$ cat src/rtl/mem_stage_pkg.sv
// Shared definitions for the memory stage: access-size and FSM encodings,
// timeout counter width, and byte-lane helpers used when issuing a request.
package mem_stage_pkg;

  localparam int CNT_W = 8;

  typedef enum logic [1:0] {
    SIZE_BYTE = 2'b00,
    SIZE_HALF = 2'b01,
    SIZE_WORD = 2'b10,
    SIZE_RSVD = 2'b11
  } mem_size_e;

  typedef enum logic [1:0] {
    ST_IDLE     = 2'b00,
    ST_WAIT_ACK = 2'b01,
    ST_DONE     = 2'b10
  } state_e;

  // Reserved size behaves as a word access everywhere.
  function automatic logic access_aligned(input logic [1:0] size, input logic [1:0] off);
    logic ok;
    case (size)
      SIZE_BYTE: ok = 1'b1;
      SIZE_HALF: ok = (off[0] == 1'b0);
      default:   ok = (off == 2'b00);
    endcase
    return ok;
  endfunction

  function automatic logic [3:0] lane_enable(input logic [1:0] size, input logic [1:0] off);
    logic [3:0] be;
    case (size)
      SIZE_BYTE: be = 4'b0001 << off;
      SIZE_HALF: be = off[1] ? 4'b1100 : 4'b0011;
      default:   be = 4'b1111;
    endcase
    return be;
  endfunction

  function automatic logic [31:0] store_lanes(input logic [1:0] size, input logic [31:0] data);
    logic [31:0] lanes;
    case (size)
      SIZE_BYTE: lanes = {4{data[7:0]}};
      SIZE_HALF: lanes = {2{data[15:0]}};
      default:   lanes = data;
    endcase
    return lanes;
  endfunction

endpackage

$ cat src/rtl/mem_stage_load_align.sv
// Picks the addressed byte/half/word out of a little-endian read word and
// zero- or sign-extends it to 32 bits.
module load_align
  import mem_stage_pkg::*;
(
  input  logic [31:0] rdata,
  input  logic [1:0]  addr,
  input  logic [1:0]  size,
  input  logic        is_unsigned,
  output logic [31:0] value
);

  logic [7:0]  byte_s;
  logic [15:0] half_s;

  // Lane select followed by extension.
  always_comb begin
    byte_s = 8'h00;
    half_s = 16'h0000;
    value  = 32'h0000_0000;
    case (addr)
      2'b00:   byte_s = rdata[7:0];
      2'b01:   byte_s = rdata[15:8];
      2'b10:   byte_s = rdata[23:16];
      2'b11:   byte_s = rdata[31:24];
      default: byte_s = 8'h00;
    endcase
    if (addr[1]) begin
      half_s = rdata[31:16];
    end else begin
      half_s = rdata[15:0];
    end
    case (size)
      SIZE_BYTE: value = is_unsigned ? {24'h00_0000, byte_s} : {{24{byte_s[7]}}, byte_s};
      SIZE_HALF: value = is_unsigned ? {16'h0000, half_s} : {{16{half_s[15]}}, half_s};
      default:   value = rdata;
    endcase
  end

endmodule

$ cat src/rtl/mem_stage.sv
// Memory pipeline stage: issues aligned loads/stores on a req/ack data bus,
// stalls the upstream stage while busy, and retires results to writeback.
module mem_stage
  import mem_stage_pkg::*;
#(
  parameter int ACK_TIMEOUT = 255
) (
  input  logic        clock,
  input  logic        reset,
  input  logic        valid_in,
  input  logic [31:0] alu_result,
  input  logic [31:0] store_data,
  input  logic        mem_read,
  input  logic        mem_write,
  input  logic [1:0]  mem_size,
  input  logic        mem_unsigned,
  input  logic        reg_write_in,
  input  logic [4:0]  write_reg_in,
  output logic        stall,
  output logic        dmem_req,
  output logic        dmem_we,
  output logic [3:0]  dmem_be,
  output logic [31:0] dmem_addr,
  output logic [31:0] dmem_wdata,
  input  logic [31:0] dmem_rdata,
  input  logic        dmem_ack,
  output logic        valid_out,
  output logic [31:0] wb_data,
  output logic [4:0]  wb_reg,
  output logic        wb_reg_write,
  output logic        misaligned,
  output logic        bus_error
);

  localparam logic [CNT_W-1:0] TIMEOUT_CNT = CNT_W'(ACK_TIMEOUT);

  state_e             state_r,        state_next;
  logic [CNT_W-1:0]   cnt_r,          cnt_next;
  logic               dmem_req_r,     dmem_req_next;
  logic               dmem_we_r,      dmem_we_next;
  logic [3:0]         dmem_be_r,      dmem_be_next;
  logic [31:0]        dmem_addr_r,    dmem_addr_next;
  logic [31:0]        dmem_wdata_r,   dmem_wdata_next;
  logic               valid_out_r,    valid_out_next;
  logic [31:0]        wb_data_r,      wb_data_next;
  logic [4:0]         wb_reg_r,       wb_reg_next;
  logic               wb_reg_write_r, wb_reg_write_next;
  logic               misaligned_r,   misaligned_next;
  logic               bus_error_r,    bus_error_next;
  logic [1:0]         pend_off_r,     pend_off_next;
  logic [1:0]         pend_size_r,    pend_size_next;
  logic               pend_uns_r,     pend_uns_next;
  logic [4:0]         pend_reg_r,     pend_reg_next;
  logic               pend_rw_r,      pend_rw_next;

  logic               is_mem_s;
  logic               aligned_s;
  logic [31:0]        load_value_s;

  assign is_mem_s  = mem_read | mem_write;
  assign aligned_s = access_aligned(mem_size, alu_result[1:0]);

  load_align u_load_align (
    .rdata       (dmem_rdata),
    .addr        (pend_off_r),
    .size        (pend_size_r),
    .is_unsigned (pend_uns_r),
    .value       (load_value_s)
  );

  // Next-state and next-output logic; pulse outputs default low every cycle.
  always_comb begin
    state_next        = state_r;
    cnt_next          = cnt_r;
    dmem_req_next     = dmem_req_r;
    dmem_we_next      = dmem_we_r;
    dmem_be_next      = dmem_be_r;
    dmem_addr_next    = dmem_addr_r;
    dmem_wdata_next   = dmem_wdata_r;
    valid_out_next    = 1'b0;
    wb_data_next      = wb_data_r;
    wb_reg_next       = wb_reg_r;
    wb_reg_write_next = wb_reg_write_r;
    misaligned_next   = 1'b0;
    bus_error_next    = 1'b0;
    pend_off_next     = pend_off_r;
    pend_size_next    = pend_size_r;
    pend_uns_next     = pend_uns_r;
    pend_reg_next     = pend_reg_r;
    pend_rw_next      = pend_rw_r;

    case (state_r)
      ST_IDLE: begin
        if (valid_in && !is_mem_s) begin
          valid_out_next    = 1'b1;
          wb_data_next      = alu_result;
          wb_reg_next       = write_reg_in;
          wb_reg_write_next = reg_write_in;
        end else if (valid_in && !aligned_s) begin
          valid_out_next    = 1'b1;
          misaligned_next   = 1'b1;
          wb_data_next      = alu_result;
          wb_reg_next       = write_reg_in;
          wb_reg_write_next = 1'b0;
        end else if (valid_in) begin
          // Loads leave be/wdata at zero; only stores drive lanes.
          state_next      = ST_WAIT_ACK;
          cnt_next        = {CNT_W{1'b0}};
          dmem_req_next   = 1'b1;
          dmem_we_next    = mem_write;
          dmem_addr_next  = {alu_result[31:2], 2'b00};
          dmem_be_next    = mem_write ? lane_enable(mem_size, alu_result[1:0]) : 4'b0000;
          dmem_wdata_next = mem_write ? store_lanes(mem_size, store_data) : 32'h0000_0000;
          pend_off_next   = alu_result[1:0];
          pend_size_next  = mem_size;
          pend_uns_next   = mem_unsigned;
          pend_reg_next   = write_reg_in;
          pend_rw_next    = reg_write_in;
        end else begin
          state_next = ST_IDLE;
        end
      end
      ST_WAIT_ACK: begin
        // Ack is checked first so it wins over a coincident timeout.
        if (dmem_ack) begin
          state_next     = ST_DONE;
          dmem_req_next  = 1'b0;
          valid_out_next = 1'b1;
          wb_reg_next    = pend_reg_r;
          if (dmem_we_r) begin
            wb_reg_write_next = 1'b0;
          end else begin
            wb_reg_write_next = pend_rw_r;
            wb_data_next      = load_value_s;
          end
        end else if ((cnt_r + 8'd1) == TIMEOUT_CNT) begin
          state_next        = ST_DONE;
          cnt_next          = cnt_r + 8'd1;
          dmem_req_next     = 1'b0;
          valid_out_next    = 1'b1;
          bus_error_next    = 1'b1;
          wb_reg_next       = pend_reg_r;
          wb_reg_write_next = 1'b0;
        end else begin
          cnt_next = cnt_r + 8'd1;
        end
      end
      ST_DONE: begin
        state_next = ST_IDLE;
      end
      default: begin
        state_next    = ST_IDLE;
        dmem_req_next = 1'b0;
      end
    endcase
  end

  // State and registered outputs.
  always_ff @(posedge clock or negedge reset) begin
    if (!reset) begin
      state_r        <= ST_IDLE;
      cnt_r          <= {CNT_W{1'b0}};
      dmem_req_r     <= 1'b0;
      dmem_we_r      <= 1'b0;
      dmem_be_r      <= 4'b0000;
      dmem_addr_r    <= 32'h0000_0000;
      dmem_wdata_r   <= 32'h0000_0000;
      valid_out_r    <= 1'b0;
      wb_data_r      <= 32'h0000_0000;
      wb_reg_r       <= 5'd0;
      wb_reg_write_r <= 1'b0;
      misaligned_r   <= 1'b0;
      bus_error_r    <= 1'b0;
      pend_off_r     <= 2'b00;
      pend_size_r    <= 2'b00;
      pend_uns_r     <= 1'b0;
      pend_reg_r     <= 5'd0;
      pend_rw_r      <= 1'b0;
    end else begin
      state_r        <= state_next;
      cnt_r          <= cnt_next;
      dmem_req_r     <= dmem_req_next;
      dmem_we_r      <= dmem_we_next;
      dmem_be_r      <= dmem_be_next;
      dmem_addr_r    <= dmem_addr_next;
      dmem_wdata_r   <= dmem_wdata_next;
      valid_out_r    <= valid_out_next;
      wb_data_r      <= wb_data_next;
      wb_reg_r       <= wb_reg_next;
      wb_reg_write_r <= wb_reg_write_next;
      misaligned_r   <= misaligned_next;
      bus_error_r    <= bus_error_next;
      pend_off_r     <= pend_off_next;
      pend_size_r    <= pend_size_next;
      pend_uns_r     <= pend_uns_next;
      pend_reg_r     <= pend_reg_next;
      pend_rw_r      <= pend_rw_next;
    end
  end

  assign stall        = (state_r != ST_IDLE);
  assign dmem_req     = dmem_req_r;
  assign dmem_we      = dmem_we_r;
  assign dmem_be      = dmem_be_r;
  assign dmem_addr    = dmem_addr_r;
  assign dmem_wdata   = dmem_wdata_r;
  assign valid_out    = valid_out_r;
  assign wb_data      = wb_data_r;
  assign wb_reg       = wb_reg_r;
  assign wb_reg_write = wb_reg_write_r;
  assign misaligned   = misaligned_r;
  assign bus_error    = bus_error_r;

endmodule

$ cat config.mk
export PLATFORM = sky130hd
export DESIGN_NAME = mem_stage
export DESIGN_NICKNAME = d
export VERILOG_FILES = /design/src/rtl/mem_stage_pkg.sv /design/src/rtl/mem_stage_load_align.sv /design/src/rtl/mem_stage.sv
export SDC_FILE = /design/constraint.sdc
export NUM_CORES = 1
export LEC_CHECK = 0
export ABC_CLOCK_PERIOD_IN_PS = 2800
export BUFFER_PORTS_ARGS = -buffer_cell sky130_fd_sc_hd__buf_2
export CAP_MARGIN = 25
export CORE_ASPECT_RATIO = 0.5
export CORE_MARGIN = 5
export CORE_UTILIZATION = 44
export DETAILED_ROUTE_END_ITERATION = 6
export GPL_ROUTABILITY_DRIVEN = 0
export GPL_TIMING_DRIVEN = 0
export PLACE_DENSITY = 0.81
export SYNTH_ARGS = -nofsm -noshare
export SYNTH_HDL_FRONTEND = slang
export SYNTH_SLANG_ARGS = --single-unit
$ cat constraint.sdc
create_clock -name clock -period 2.8 [get_ports clock]
set_clock_uncertainty 0.05 [all_clocks]
set_input_delay 0.14 -clock clock [delete_from_list [all_inputs] [get_ports clock]]
set_output_delay 0.14 -clock clock [all_outputs]
set_load 0.05 [all_outputs]
Word level (Yosys, flattened, before mapping)
Cells that the tools add are included.
Widths: inputs -> output; s select.

storage, ports and cells
  register bits = 130
  bits in latches = 0
  RAM bits = 0
  bits in read-only memories = 0
  output and inout bits = 112
  memories kept = 0

operators by class
  add/sub/neg operators = 1
  multiply operators = 0
  div/mod/pow operators = 0
  order comparisons = 0
  equality and inequality tests = 16
  shift operators = 1
  mux-type cells = 52
  bitwise gates (word level) = 5
  reductions and logical operators = 17

operators by type and width
  kind                 count
  $mux 32              7
  $pmux 32 s2          3
  $mux 8               4
  $pmux 8 s4           1
  $mux 5               4
  $mux 1               18
  $mux 16              1
  $pmux 8 s2           1
  $ne 2x2->1 const B   6
  $logic_not 2->1      5
  $pmux 5 s2           1
  $reduce_and 5->1     2
  $add 8x1->8 const B  1
  $eq 2x1->1 const B   4
  $eq 8x8->1 const B   1
  $mux 2               4
  $mux 4               2
  $pmux 4 s2           1
  $reduce_and 4->1     2
  $eq 2x2->1 const B   3
  $ne 3x3->1 const B   2
  $pmux 1 s2           3
  $reduce_and 3->1     2
  $not 1->1            4
  other kinds (7)      10

Depth between registers and ports, before layout
Gate-level depths: netlist of run 1.

  word-level depth = 7
  gate-level depth with buffers = 8
  mapped depth without buffers = 6

By module
From an unflattened synthesis of run 1, not the netlist that was laid out.

second synthesis, totals
  cell total of the unflattened synthesis = 689
  area, all modules = 6,957.9 um2

by module, submodules not included
  module      times used  cells each  area each (um2)
  mem_stage   1           556         5,974.5
  load_align  1           133         983.4

Worst setup path before layout of run 1
OpenSTA, ideal clock, no wires.

  kind = register to register
  start = register pend_off_r[0]
  end = register wb_data_r[20], in the netlist wb_data[20]
  arrival = 1.787 ns
  setup slack = 0.845 ns
  stages on the path, launching flop included = 7
  buffers on the path = 1
  clock period less this slack = 1.955 ns
  cells stage by stage = dfrtp_1 mux2_4 mux4_2 a21oi_4 buf_6 a211oi_1 a21o_1

on the way
  word-level cells in the longest chain between the ends = 7
  elaborated cells on any way between the ends = 10

RTL lines
  item                                      RTL line                    source
  start, declared                           mem_stage.sv:50             logic [1:0] pend_off_r, pend_off_next;
  start signal, assigned                    mem_stage.sv:193            pend_off_r <= pend_off_next;
  $eq 2x2->1, or another cell as far along  mem_stage_load_align.sv:21  case (addr)
  $pmux 8 s4 (*)                            mem_stage_load_align.sv:21
  $mux 32 (*)                               mem_stage_load_align.sv:34  SIZE_BYTE: value = is_unsigned ? {24'h00_0000, byte_s} : {{24{byte_s[7]}}, byte_s};
  $pmux 32 s2 (*)                           mem_stage_load_align.sv:33  case (size)
  $mux 32 (*)                               mem_stage.sv:130            if (dmem_we_r) begin
  $mux 32 (*)                               mem_stage.sv:125            if (dmem_ack) begin
  $pmux 32 s2 (*)                           mem_stage.sv:92             case (state_r)
  end signal, assigned                      mem_stage.sv:188            wb_data_r <= wb_data_next;
  end, declared                             mem_stage.sv:45             logic [31:0] wb_data_r, wb_data_next;

Every way passes the cells marked *; elsewhere a longest branch is shown, timed or not. The select of a mux whose other input is x is not followed.
A chain may end at the register's enable or synchronous reset.

Worst setup path in the final report of run 1
  start = register state_r[0]
  end = output port stall

on the way
  word-level cells in the longest chain between the ends = 1

RTL lines
  item                    RTL line          source
  start, declared         mem_stage.sv:37   state_e state_r, state_next;
  start signal, assigned  mem_stage.sv:180  state_r <= state_next;
  $reduce_bool 2->1       mem_stage.sv:201  assign stall = (state_r != ST_IDLE);
  end, declared           mem_stage.sv:19   output logic stall,

No other way between the ends.

==> metrics.txt, run 1 <==
# TYPE chip_impl_metric gauge
chip_impl_metric{name="route.vias.total",unit=""} 6295
chip_impl_metric{name="drt_iter0_drc",unit=""} 508
chip_impl_metric{name="final_non_filler_cell_total",unit=""} 1125
chip_impl_metric{name="final_min_period_over_clock_period",unit="%"} 89.3
chip_impl_metric{name="ys_async_sr_fraction",unit="%"} 100
chip_impl_info{name="synthTopCellsByCount",value="sky130_fd_sc_hd__dfrtp_1 (130), sky130_fd_sc_hd__nand2_1 (87), sky130_fd_sc_hd__o21ai_0 (53)"} 1
chip_impl_metric{name="timing.slew.headroom",unit="%"} 35.0
chip_impl_metric{name="syn2layout_area_growth",unit="%"} 39.9
chip_impl_metric{name="post-synth-top-area-fraction",unit="%"} 51.4
chip_impl_metric{name="fin_total_pwr",unit="mW"} 8.93
chip_impl_info{name="ys.flop_type",value="sky130_fd_sc_hd__dfrtp_1"} 1
chip_impl_metric{name="timing.fmax",unit="MHz"} 400
chip_impl_info{name="start_kind",value="flop"} 1
chip_impl_metric{name="yosysWarningCount",unit=""} 0
chip_impl_info{name="synth_top_cell_by_area",value="sky130_fd_sc_hd__dfrtp_1"} 1
chip_impl_metric{name="synth_cell_types",unit=""} 48
chip_impl_info{name="crit-reg2reg-launch",value="cnt_r[0]"} 1
chip_impl_info{name="synth.top_cells.by_area",value="sky130_fd_sc_hd__dfrtp_1 (51%), sky130_fd_sc_hd__mux2_2 (8.5%), sky130_fd_sc_hd__nand2_1 (5.2%)"} 1
chip_impl_metric{name="finish.utilization",unit="%"} 62.1
chip_impl_metric{name="worst_slew_pin_slew",unit="ns"} 0.968
chip_impl_info{name="whs_endpoint",value="dmem_wdata[31]"} 1
chip_impl_metric{name="multiInputGateArea",unit="sq mm"} 0.00283
chip_impl_metric{name="first_global_vias",unit=""} 6540
chip_impl_metric{name="detailedPlace.worstSlack",unit="ns"} 0.462
chip_impl_metric{name="row_count",unit=""} 31
chip_impl_info{name="hp-start",value="store_data[31]"} 1
chip_impl_metric{name="synthCells",unit=""} 619
chip_impl_metric{name="routed_wirelength",unit="mm"} 21.2
chip_impl_metric{name="cellPowerDensity",unit="mW/mm^2"} 1010
chip_impl_metric{name="synth.avg_cell_area",unit="sq um"} 10.2
chip_impl_metric{name="io_pins",unit=""} 223
chip_impl_metric{name="cts.sink_count",unit=""} 130
chip_impl_metric{name="post_synth_xor_area_fraction",unit="%"} 0.277
chip_impl_metric{name="post_synthesis_compound_gate_area_fraction",unit="%"} 19.9
chip_impl_metric{name="numCtsBuffers",unit=""} 17
chip_impl_metric{name="worst_skew_pair.late_latency",unit="ns"} 0.41
chip_impl_metric{name="max_cap_violations",unit=""} 0
chip_impl_metric{name="drtPass1Iterations",unit=""} 7
chip_impl_metric{name="clk_pin_slew",unit="ns"} 0.06
chip_impl_metric{name="worst_reg_to_reg_path_cell_count",unit=""} 6
chip_impl_metric{name="total_congestion_overflow",unit=""} 0
chip_impl_metric{name="floorplan.initialDensity",unit="%"} 44.3
chip_impl_metric{name="dp_hpwl",unit="mm"} 14.9
chip_impl_metric{name="clockBufferDepth",unit=""} 2
chip_impl_metric{name="post_route_cells_drive_above_1_share",unit="%"} 35.3
chip_impl_info{name="critPathKind",value="reg2out"} 1
chip_impl_metric{name="rrSetupSlack",unit="ns"} 0.51
chip_impl_metric{name="layout.filler_cells",unit=""} 1132
chip_impl_metric{name="grt_max_degree",unit=""} 98
chip_impl_info{name="result_of_the_run",value="finished clean"} 1
chip_impl_metric{name="instance_count_after_placement_with_tap_cells_included",unit=""} 1038
chip_impl_metric{name="final_worst_path_setup_slack",unit="ns"} 0.300
chip_impl_info{name="synth_top_family_by_area",value="compound AO/OA/AOI/OAI gates"} 1
chip_impl_metric{name="design.core.area",unit="sq mm"} 0.0143
chip_impl_metric{name="synth.ff_latch_count",unit=""} 130
chip_impl_metric{name="cp_data_arrival_time",unit="ns"} 2.31
chip_impl_metric{name="die_area",unit="sq mm"} 0.0170
chip_impl_metric{name="timing.final.hold_violations",unit=""} 0
chip_impl_metric{name="final-max-slew-violation-count",unit=""} 0
chip_impl_info{name="tritoncts_clock_tree",value="built"} 1
chip_impl_metric{name="max-vdd-ir-drop",unit="uV"} 462
chip_impl_metric{name="antenna_found_initial",unit=""} 1
chip_impl_metric{name="route.detailed.drc",unit=""} 0
chip_impl_metric{name="finalNetCount",unit=""} 1026
chip_impl_metric{name="post_cts_resized",unit=""} 0
chip_impl_metric{name="die_w",unit="microns"} 180
chip_impl_info{name="hold_path_class",value="in2reg"} 1
chip_impl_info{name="unrepaired_setup_endpoints_after_global_routing",value="no"} 1
chip_impl_metric{name="setup_viol",unit=""} 0
chip_impl_metric{name="drtAntennaViolNets",unit=""} 0
chip_impl_metric{name="critPathMaxFanout",unit=""} 10
chip_impl_metric{name="sequential_cell_area",unit="sq mm"} 0.00325
chip_impl_metric{name="depth_of_the_worst_hold_timing_path",unit=""} 3
chip_impl_metric{name="yosysSeqAreaShare",unit="%"} 51.4
chip_impl_metric{name="simple_gate_share_of_the_synthesized_area",unit="%"} 11.6
chip_impl_metric{name="final.min_clock_period",unit="ns"} 2.50
chip_impl_info{name="timing.rr.end",value="wb_reg_write"} 1
chip_impl_metric{name="groute.usage.overall",unit="%"} 24.6
chip_impl_metric{name="synth_edf_count",unit=""} 0
chip_impl_metric{name="worst_ep_required_time",unit="ns"} 2.61
chip_impl_metric{name="die_h",unit="microns"} 94.8
chip_impl_metric{name="cell_leakage_power",unit="nW"} 4.37
chip_impl_metric{name="synthAdderAreaFrac",unit="%"} 0.395
chip_impl_metric{name="cts_post_setup_buffers_inserted",unit=""} 0
chip_impl_metric{name="cts.htree.levels",unit=""} 4
chip_impl_metric{name="mappedNetlistArea",unit="sq mm"} 0.00633
chip_impl_metric{name="placement.io_buffers",unit=""} 219
chip_impl_metric{name="grt_pass1_wl",unit="mm"} 33.4
chip_impl_metric{name="post_drt_via_cell_ratio",unit=""} 5.60
chip_impl_info{name="cell_with_the_most_instances_after_synthesis",value="sky130_fd_sc_hd__dfrtp_1"} 1
chip_impl_metric{name="drt-wirelength-per-cell",unit="microns"} 18.9
chip_impl_metric{name="muxShareOfSynthArea",unit="%"} 12.4
chip_impl_info{name="ctsRootBufferMaster",value="sky130_fd_sc_hd__clkbuf_16"} 1
chip_impl_metric{name="postCtsHoldBufs",unit=""} 54
chip_impl_info{name="endpoint_kind",value="output port"} 1
==> placed cells by master, fill, tap and decap left out, drive strengths merged, types with 2 or more instances in the layout <==
cell type    netlist  routed
nand3              6       6
clkinv             0       6
inv               13      13
bufinv             0       3
nand2             87      87
mux2i             19      19
a31oi             10      10
clkinvlp           0       4
o21ai             53      53
nor3b              2       2
xor2               2       2
ha                 2       2
o31a               2       2
a221o              7       7
or2                2       2
dfrtp            130     130
o22ai              8       8
a211oi            23      23
and3               3       3
o221ai             7       7
mux2              50      50
o22a               5       5
nor2              37      37
clkbuf            20      39
nand2b             7       7
o31ai              3       3
a21oi             34      34
and2               3       3
nor2b             17      17
conb               1       2
dlygate4sd3        0      54
buf               24     244
o21a               9       9
a21o              23      23
==> critical path, cell delays in order (launching register included) <==
cell and delay, ns:
sky130_fd_sc_hd__dfrtp_1 0.47, sky130_fd_sc_hd__clkbuf_1 0.48, sky130_fd_sc_hd__clkbuf_1 0.50, sky130_fd_sc_hd__or2_2 0.20
sky130_fd_sc_hd__buf_2 0.25
==> worst max-delay path by stage <==
stage / endpoint / depth (start not counted) / startpoint
CTS: stall / 4 / state_r[0]
finish: stall / 4 / state_r[0]
global route: stall / 4 / state_r[0]
global placement: pend_reg_r[2] / 1 / reset
floorplan: wb_data[20] / 6 / pend_off_r[0]
detailed placement: wb_reg_write / 6 / cnt_r[0]
==> cells by family after synthesis <==
group           Yosys count
compound gates          190
flops                   130
simple gates            167
mux                      70
other cells               1
xor+xnor                  2
buf+inv                  57
fa+ha+maj                 2
==> layer usage <==
| layer | global-route usage [%] | up-vias | part of all wire (%) |
|---|---|---|---|
| met5 | 0 | - | 0.052 |
| met4 | 11.5 | 2 | 3.5 |
| met3 | 6.04 | 73 | 7.3 |
| met2 | 42.1 | 335 | 49 |
| met1 | 29.8 | 3084 | 40 |
| li1 | - | 2801 | - |
==> where the power goes <==
| part | leakage, nW | internal [mW] | total [mW] | switching (mW) |
|---|---|---|---|---|
| Clock | 0.285 | 1.42 | 2.28 | 0.855 |
| Sequential | 1.60 | 2.44 | 2.78 | 0.339 |
| Combinational | 2.48 | 1.03 | 3.88 | 2.84 |
| Total | 4.37 | 4.89 | 8.93 | 4.04 |
==> per-stage QoR <==
step                TNS (ns)  hold slack [ns]  cell area (sq um)
floorplan                  0           -0.206               6330
global placement      -19.30            0.341               7680
detailed placement         0         0.000356               7710
CTS                        0         0.000218               8860
global route               0           0.0150               8860
finish                     0          0.00868               8860
==> area by class of cell <==
| cell class | instances | area share, % |
|---|---|---|
| antenna | 1 | 0.0282 |
| buffer | 44 | 2.26 |
| clock buffer | 19 | 5.00 |
| clock inverter | 13 | 1.82 |
| inverter | 13 | 0.551 |
| multi-input combinational | 433 | 32.0 |
| sequential | 130 | 36.7 |
| tap | 198 | 2.80 |
| timing repair buffer | 274 | 18.9 |
(Power assumes the default switching activity.)
==> run 2: changes to the inputs <==
Settings changed: ABC_AREA set to 1.
==> metrics.txt, run 2 <==
# TYPE chip_impl_metric gauge
chip_impl_metric{name="post_route_cells_drive_above_1_share",unit="%"} 27.1
chip_impl_metric{name="route.vias.total",unit=""} 7167
chip_impl_metric{name="yosysWarningCount",unit=""} 0
chip_impl_metric{name="mappedNetlistArea",unit="sq mm"} 0.00645
chip_impl_metric{name="timing.fmax",unit="MHz"} 491
chip_impl_metric{name="setup_viol",unit=""} 0
chip_impl_metric{name="synth.avg_cell_area",unit="sq um"} 7.97
chip_impl_metric{name="die_w",unit="microns"} 181
chip_impl_metric{name="fin_total_pwr",unit="mW"} 10.2
chip_impl_metric{name="layout.filler_cells",unit=""} 1177
chip_impl_metric{name="final_min_period_over_clock_period",unit="%"} 72.7
chip_impl_metric{name="grt_pass1_wl",unit="mm"} 36.1
chip_impl_metric{name="drt-wirelength-per-cell",unit="microns"} 17.5
chip_impl_metric{name="die_area",unit="sq mm"} 0.0173
chip_impl_metric{name="final_non_filler_cell_total",unit=""} 1320
chip_impl_metric{name="floorplan.initialDensity",unit="%"} 44.7
chip_impl_info{name="ctsRootBufferMaster",value="sky130_fd_sc_hd__clkbuf_16"} 1
chip_impl_metric{name="sequential_cell_area",unit="sq mm"} 0.00325
chip_impl_info{name="timing.critical_path.mode_cell",value="sky130_fd_sc_hd__nand2_1"} 1
chip_impl_metric{name="routed_wirelength",unit="mm"} 23.1
chip_impl_metric{name="clk_pin_slew",unit="ns"} 0.06
chip_impl_metric{name="synthCells",unit=""} 810
chip_impl_info{name="synth_top_cell_by_area",value="sky130_fd_sc_hd__dfrtp_1"} 1
chip_impl_info{name="synth.top_cells.by_area",value="sky130_fd_sc_hd__dfrtp_1 (50%), sky130_fd_sc_hd__nand2_1 (15%), sky130_fd_sc_hd__o21ai_0 (7.0%)"} 1
chip_impl_metric{name="max_cap_violations",unit=""} 0
chip_impl_metric{name="final_worst_path_setup_slack",unit="ns"} 0.764
chip_impl_metric{name="row_count",unit=""} 31
chip_impl_info{name="critPathKind",value="reg2reg"} 1
chip_impl_metric{name="finalNetCount",unit=""} 1223
chip_impl_metric{name="cts.sink_count",unit=""} 130
chip_impl_info{name="crit-reg2reg-launch",value="cnt_r[1]"} 1
chip_impl_metric{name="cellPowerDensity",unit="mW/mm^2"} 1130
chip_impl_metric{name="final-max-slew-violation-count",unit=""} 0
chip_impl_metric{name="worst_ep_required_time",unit="ns"} 3.05
chip_impl_metric{name="cp_num_buf_inv",unit=""} 0
chip_impl_metric{name="numCtsBuffers",unit=""} 17
chip_impl_info{name="cp_top_family",value="simple AND/OR/NAND/NOR gates"} 1
chip_impl_info{name="ys.flop_type",value="sky130_fd_sc_hd__dfrtp_1"} 1
chip_impl_metric{name="route.detailed.drc",unit=""} 6
chip_impl_metric{name="cts.htree.levels",unit=""} 4
chip_impl_metric{name="cp_data_arrival_time",unit="ns"} 2.29
chip_impl_metric{name="antenna_found_initial",unit=""} 0
chip_impl_metric{name="multiInputGateArea",unit="sq mm"} 0.00267
chip_impl_metric{name="grt_max_degree",unit=""} 70
chip_impl_metric{name="critPathMaxFanout",unit=""} 10
chip_impl_info{name="hold_path_class",value="in2reg"} 1
chip_impl_metric{name="total_congestion_overflow",unit=""} 0
chip_impl_metric{name="insertedDiodeCount",unit=""} 0
chip_impl_metric{name="drt_iter0_drc",unit=""} 726
chip_impl_metric{name="timing.slew.headroom",unit="%"} 56.0
chip_impl_metric{name="design.core.area",unit="sq mm"} 0.0144
chip_impl_metric{name="drtAntennaViolNets",unit=""} 0
chip_impl_metric{name="yosysSeqAreaShare",unit="%"} 50.4
chip_impl_metric{name="instance_count_after_placement_with_tap_cells_included",unit=""} 1230
chip_impl_metric{name="first_global_vias",unit=""} 7133
chip_impl_info{name="result_of_the_run",value="finished, violations left"} 1
chip_impl_metric{name="detailedPlace.worstSlack",unit="ns"} 0.851
chip_impl_metric{name="groute.usage.overall",unit="%"} 26.3
chip_impl_metric{name="synth_edf_count",unit=""} 0
chip_impl_metric{name="max-vdd-ir-drop",unit="uV"} 727
chip_impl_metric{name="post-synth-top-area-fraction",unit="%"} 50.4
chip_impl_metric{name="post_drt_via_cell_ratio",unit=""} 5.43
chip_impl_info{name="violations",value="design-rule violations"} 1
chip_impl_info{name="mostFrequentLayoutCell",value="sky130_fd_sc_hd__nand2_1"} 1
chip_impl_metric{name="clockBufferDepth",unit=""} 2
chip_impl_metric{name="timing.final.hold_violations",unit=""} 0
chip_impl_info{name="commonest_cells_after_routing_fill_and_taps_aside",value="sky130_fd_sc_hd__nand2_1 (253), sky130_fd_sc_hd__buf_2 (241), sky130_fd_sc_hd__dfrtp_1 (130)"} 1
chip_impl_metric{name="post_cts_resized",unit=""} 0
chip_impl_metric{name="synth_cell_types",unit=""} 38
chip_impl_metric{name="timing.critical_path.slowest_cell_delay",unit="ns"} 0.39
chip_impl_metric{name="final.min_clock_period",unit="ns"} 2.04
chip_impl_info{name="cell_with_the_most_instances_after_synthesis",value="sky130_fd_sc_hd__nand2_1"} 1
chip_impl_info{name="cp_cell_sequence",value="ha_1 -> nand2_1 -> nor2_1 -> nand2_1 -> nand2_1 -> nand2_1 -> nor2_1 -> nand2_1 -> nand2_2 -> nand2_1 -> nand2_1 -> nand2_1"} 1
chip_impl_metric{name="io_pins",unit=""} 223
chip_impl_info{name="hp-start",value="store_data[21]"} 1
chip_impl_metric{name="synth.ff_latch_count",unit=""} 130
chip_impl_info{name="start_kind",value="flop"} 1
chip_impl_info{name="critical_path.slowest_cell",value="sky130_fd_sc_hd__dfrtp_1"} 1
chip_impl_metric{name="worst_slew_pin_slew",unit="ns"} 0.661
chip_impl_info{name="endpoint_kind",value="flop"} 1
chip_impl_metric{name="placement.io_buffers",unit=""} 220
chip_impl_metric{name="die_h",unit="microns"} 95.6
chip_impl_metric{name="worst_hold_margin",unit="ns"} 0.00636
chip_impl_info{name="unrepaired_setup_endpoints_after_global_routing",value="no"} 1
chip_impl_metric{name="cell_leakage_power",unit="nW"} 4.89
chip_impl_metric{name="dp_hpwl",unit="mm"} 16.3
chip_impl_info{name="synthTopCellsByCount",value="sky130_fd_sc_hd__nand2_1 (253), sky130_fd_sc_hd__dfrtp_1 (130), sky130_fd_sc_hd__o21ai_0 (90)"} 1
chip_impl_metric{name="drtPass1Iterations",unit=""} 7
chip_impl_info{name="crit_path_start",value="cnt_r[1]"} 1
chip_impl_metric{name="syn2layout_area_growth",unit="%"} 40.5
chip_impl_info{name="tritoncts_clock_tree",value="built"} 1
chip_impl_metric{name="worst_skew_pair.late_latency",unit="ns"} 0.41
chip_impl_metric{name="ys_async_sr_fraction",unit="%"} 100
-- run 2: worst paths after layout --
path	end	slack, ns	cells after the start
setup / recovery	wb_reg[3]	0.76	12
hold / removal	dmem_wdata[21]	0.006	4
setup reg to reg	wb_reg[3]	0.76	12
hold reg to reg	dmem_addr[20]	0.42	2
max in group asynchronous	dmem_addr[15]	1.69	3
min in group asynchronous	dmem_wdata[5]	0.23	2
-- run 2: cell families (layout without fill, tap and decap cells) --
family | count (synthesis) | after routing | share of synthesized area (%)
xor gates and xnor gates | 1 | 1 | 0.136
buffers and inverters | 124 | 435 | 8.33
and+or+nand+nor | 379 | 379 | 24.7
DFF | 130 | 130 | 50.4
adders and majority gates | 2 | 2 | 0.388
other | 1 | 2 | 0.0581
AOI/OAI and AO/OA | 173 | 173 | 16.0
-- run 2: worst register-to-register path: stages, from the launching register on --
cell and delay, ns:
sky130_fd_sc_hd__dfrtp_1 0.39, sky130_fd_sc_hd__ha_1 0.21, sky130_fd_sc_hd__nand2_1 0.11, sky130_fd_sc_hd__nor2_1 0.15
sky130_fd_sc_hd__nand2_1 0.06, sky130_fd_sc_hd__nand2_1 0.06, sky130_fd_sc_hd__nand2_1 0.06, sky130_fd_sc_hd__nor2_1 0.11
sky130_fd_sc_hd__nand2_1 0.10, sky130_fd_sc_hd__nand2_2 0.19, sky130_fd_sc_hd__nand2_1 0.23, sky130_fd_sc_hd__nand2_1 0.13
sky130_fd_sc_hd__nand2_1 0.06
-- run 2: through the flow --
| stage | cell area (sq um) | setup TNS [ns] | utilization (%) |
|---|---|---|---|
| 5_1_grt | 9070 | 0 | 62.8 |
| 3_3_place_gp | 7810 | -17.39 | 54.1 |
| 6_report | 9070 | 0 | 62.8 |
| 4_1_cts | 9070 | 0 | 62.8 |
| 2_1_floorplan | 6460 | 0 | - |
| 3_5_place_dp | 7840 | 0 | 54.3 |
-- run 2: final cells by class --
class	count	share of cell area (%)
tap	198	2.73
clock buffer	20	5.04
timing repair buffer	280	19.0
buffer	46	2.70
sequential	130	35.9
clock inverter	11	1.96
inverter	78	3.23
multi-input combinational	557	29.4
-- run 2: metal layers --
metal,vias up,track usage (%),part of all wire (%)
met1,3409,32.0,40
met4,0,12.7,3.8
met3,85,6.75,8.1
met5,-,0,0
li1,3259,-,-
met2,414,44.4,48
-- run 2: timing repair --
item | in CTS | in global routing
endpoints found under the hold margin | 132 | 0
setup buffers | 0 | 0
hold buffers | 59 | 0
-- run 2: report_power, final --
group / leakage (nW) / internal (mW) / switching, mW
registers: 1.64 / 2.55 / 0.421
clock network: 0.299 / 1.54 / 0.874
logic: 2.95 / 1.15 / 3.69
==> run 3: changes to the inputs <==
Settings changed: ABC_AREA 1 to 0, ABC_CLOCK_PERIOD_IN_PS 2800 to 2070.
Clock period 2.8 ns to 2.07 ns, I/O delays scaled along.
==> metrics.txt, run 3 (same netlist as run 1, synthesis figures left out) <==
# TYPE chip_impl_metric gauge
chip_impl_info{name="result_of_the_run",value="finished, violations left"} 1
chip_impl_info{name="violations",value="negative setup slack"} 1
chip_impl_metric{name="final-max-slew-violation-count",unit=""} 0
chip_impl_metric{name="cts.htree.levels",unit=""} 4
chip_impl_metric{name="die_area",unit="sq mm"} 0.0170
chip_impl_metric{name="numCtsBuffers",unit=""} 17
chip_impl_metric{name="drtAntennaViolNets",unit=""} 0
chip_impl_metric{name="drt-wirelength-per-cell",unit="microns"} 18.9
chip_impl_metric{name="die_h",unit="microns"} 94.8
chip_impl_metric{name="cellPowerDensity",unit="mW/mm^2"} 1340
chip_impl_metric{name="first_global_vias",unit=""} 6610
chip_impl_metric{name="grt_max_degree",unit=""} 98
chip_impl_metric{name="dp_hpwl",unit="mm"} 14.9
chip_impl_info{name="crit_end",value="wb_data[24]"} 1
chip_impl_metric{name="groute.usage.overall",unit="%"} 24.9
chip_impl_metric{name="finalNetCount",unit=""} 1039
chip_impl_info{name="ctsRootBufferMaster",value="sky130_fd_sc_hd__clkbuf_16"} 1
chip_impl_metric{name="placement.io_buffers",unit=""} 219
chip_impl_info{name="mostFrequentLayoutCell",value="sky130_fd_sc_hd__buf_2"} 1
chip_impl_metric{name="worst_slew_pin_slew",unit="ns"} 0.723
chip_impl_metric{name="syn2layout_area_growth",unit="%"} 42.8
chip_impl_metric{name="route.vias.total",unit=""} 6379
chip_impl_metric{name="final.min_clock_period",unit="ns"} 2.08
chip_impl_metric{name="routed_wirelength",unit="mm"} 21.5
chip_impl_metric{name="timing.final.hold_violations",unit=""} 0
chip_impl_metric{name="route.detailed.drc",unit=""} 0
chip_impl_metric{name="floorplan.initialDensity",unit="%"} 44.3
chip_impl_metric{name="cts.sink_count",unit=""} 130
chip_impl_info{name="start_kind",value="flop"} 1
chip_impl_metric{name="detailedPlace.worstSlack",unit="ns"} -0.268
chip_impl_metric{name="row_count",unit=""} 31
chip_impl_info{name="commonest_cells_after_routing_fill_and_taps_aside",value="sky130_fd_sc_hd__buf_2 (234), sky130_fd_sc_hd__dfrtp_1 (127), sky130_fd_sc_hd__nand2_1 (86)"} 1
chip_impl_metric{name="timing.fmax",unit="MHz"} 482
chip_impl_metric{name="multiInputGateArea",unit="sq mm"} 0.00287
chip_impl_metric{name="worst_skew_pair.late_latency",unit="ns"} 0.40
chip_impl_metric{name="antenna_found_initial",unit=""} 1
chip_impl_metric{name="timing.slew.headroom",unit="%"} 51.6
chip_impl_metric{name="setup_viol",unit=""} 1
chip_impl_metric{name="worst_reg_to_reg_path_cell_count",unit=""} 6
chip_impl_info{name="timing.rr.end",value="wb_data[24]"} 1
chip_impl_info{name="hold_path_class",value="in2reg"} 1
chip_impl_metric{name="final_min_period_over_clock_period",unit="%"} 100
chip_impl_metric{name="post_drt_via_cell_ratio",unit=""} 5.61
chip_impl_metric{name="max_cap_violations",unit=""} 0
chip_impl_info{name="tritoncts_clock_tree",value="built"} 1
chip_impl_metric{name="max-vdd-ir-drop",unit="uV"} 528
chip_impl_metric{name="cp_data_arrival_time",unit="ns"} 2.32
chip_impl_metric{name="die_w",unit="microns"} 180
chip_impl_metric{name="sequential_cell_area",unit="sq mm"} 0.00326
chip_impl_metric{name="io_pins",unit=""} 223
chip_impl_metric{name="rrSetupSlack",unit="ns"} -0.006
chip_impl_metric{name="total_congestion_overflow",unit=""} 0
chip_impl_metric{name="drtPass1Iterations",unit=""} 5
chip_impl_metric{name="final_worst_path_setup_slack",unit="ns"} -0.00584
chip_impl_info{name="crit_path_start",value="pend_off_r[0]"} 1
chip_impl_metric{name="critPathMaxFanout",unit=""} 10
chip_impl_metric{name="clockBufferDepth",unit=""} 2
chip_impl_metric{name="place_area",unit="sq mm"} 0.00771
chip_impl_metric{name="cell_leakage_power",unit="nW"} 4.45
chip_impl_metric{name="drt_iter0_drc",unit=""} 520
chip_impl_metric{name="design.core.area",unit="sq mm"} 0.0143
chip_impl_metric{name="post_route_cells_drive_above_1_share",unit="%"} 37.0
chip_impl_metric{name="grt_pass1_wl",unit="mm"} 33.9
chip_impl_metric{name="layout.filler_cells",unit=""} 1113
chip_impl_info{name="crit-reg2reg-launch",value="pend_off_r[0]"} 1
chip_impl_info{name="endpoint_kind",value="flop"} 1
chip_impl_info{name="critPathKind",value="reg2reg"} 1
chip_impl_metric{name="finalInstanceArea",unit="sq mm"} 0.00904
chip_impl_info{name="unrepaired_setup_endpoints_after_global_routing",value="yes"} 1
chip_impl_metric{name="clk_pin_slew",unit="ns"} 0.06
chip_impl_metric{name="worst_ep_required_time",unit="ns"} 2.31
==> run 3: power by group <==
| group | total [mW] | switching (mW) | leakage (nW) | internal (mW) |
|---|---|---|---|---|
| Combinational | 5.30 | 3.86 | 2.57 | 1.44 |
| Clock | 3.08 | 1.15 | 0.285 | 1.93 |
| Sequential | 3.77 | 0.466 | 1.60 | 3.30 |
| Total | 12.1 | 5.48 | 4.45 | 6.67 |
==> run 3: worst min-delay path by stage <==
stage | end | start | cells after the start | slack (ns)
3_5_place_dp | dmem_addr[21] | reset | 1 | -0.04
2_1_floorplan | bus_error | reset | 0 | -0.24
5_1_grt | wb_data[5] | dmem_rdata[5] | 3 | 0.01
6_report | dmem_wdata[15] | store_data[15] | 3 | 0.02
4_1_cts | wb_data[0] | alu_result[0] | 3 | 0.0008
3_3_place_gp | pend_rw_r | reg_write_in | 2 | 0.30
==> run 3: metrics by stage <==
step                std cells  hold WS, ns  setup TNS, ns  util [%]  power (mW)
floorplan                 620       -0.242              0         -        7.49
global placement         1037        0.304        -113.98      53.8        8.76
detailed placement       1038      -0.0361          -6.24      54.0        8.90
CTS                      1135     0.000774              0      63.0        12.1
global route             1137       0.0107         -0.509      63.3        12.7
finish                   1138       0.0168       -0.00584      63.3        12.1
==> run 3: per-layer routing <==
metal / global-route usage, % / up-vias / wire length (microns)
met5: 0 / - / 11
met4: 12.5 / 2 / 834
met3: 5.58 / 84 / 1430
met2: 42.4 / 324 / 10400
met1: 30.4 / 3149 / 8800
li1: - / 2820 / -
==> run 3: worst max-delay path: stages (launching register included) <==
cell and delay, ns:
sky130_fd_sc_hd__dfrtp_2 0.45, sky130_fd_sc_hd__mux2_4 0.33, sky130_fd_sc_hd__mux4_2 0.50, sky130_fd_sc_hd__a21oi_4 0.22, sky130_fd_sc_hd__buf_6 0.18, sky130_fd_sc_hd__a211oi_1 0.08, sky130_fd_sc_hd__a21o_1 0.17
==> run 3: timing repair <==
item                       CTS  global route
hold buffers                63             0
gates resized for setup     13            14
hold endpoints to repair   196             0
pin swaps                    2             2
buffers inserted             2             2
setup endpoints to repair   43            41
==> run 3: final cells by class <==
type | count | share of cell area (%)
Sequential cell | 130 | 36.0
Multi-Input combinational cell | 433 | 31.7
Timing Repair Buffer | 287 | 19.8
Clock buffer | 19 | 4.90
Tap cell | 198 | 2.74
Buffer | 44 | 2.45
Clock inverter | 13 | 1.79
Inverter | 13 | 0.540
Antenna cell | 1 | 0.0277
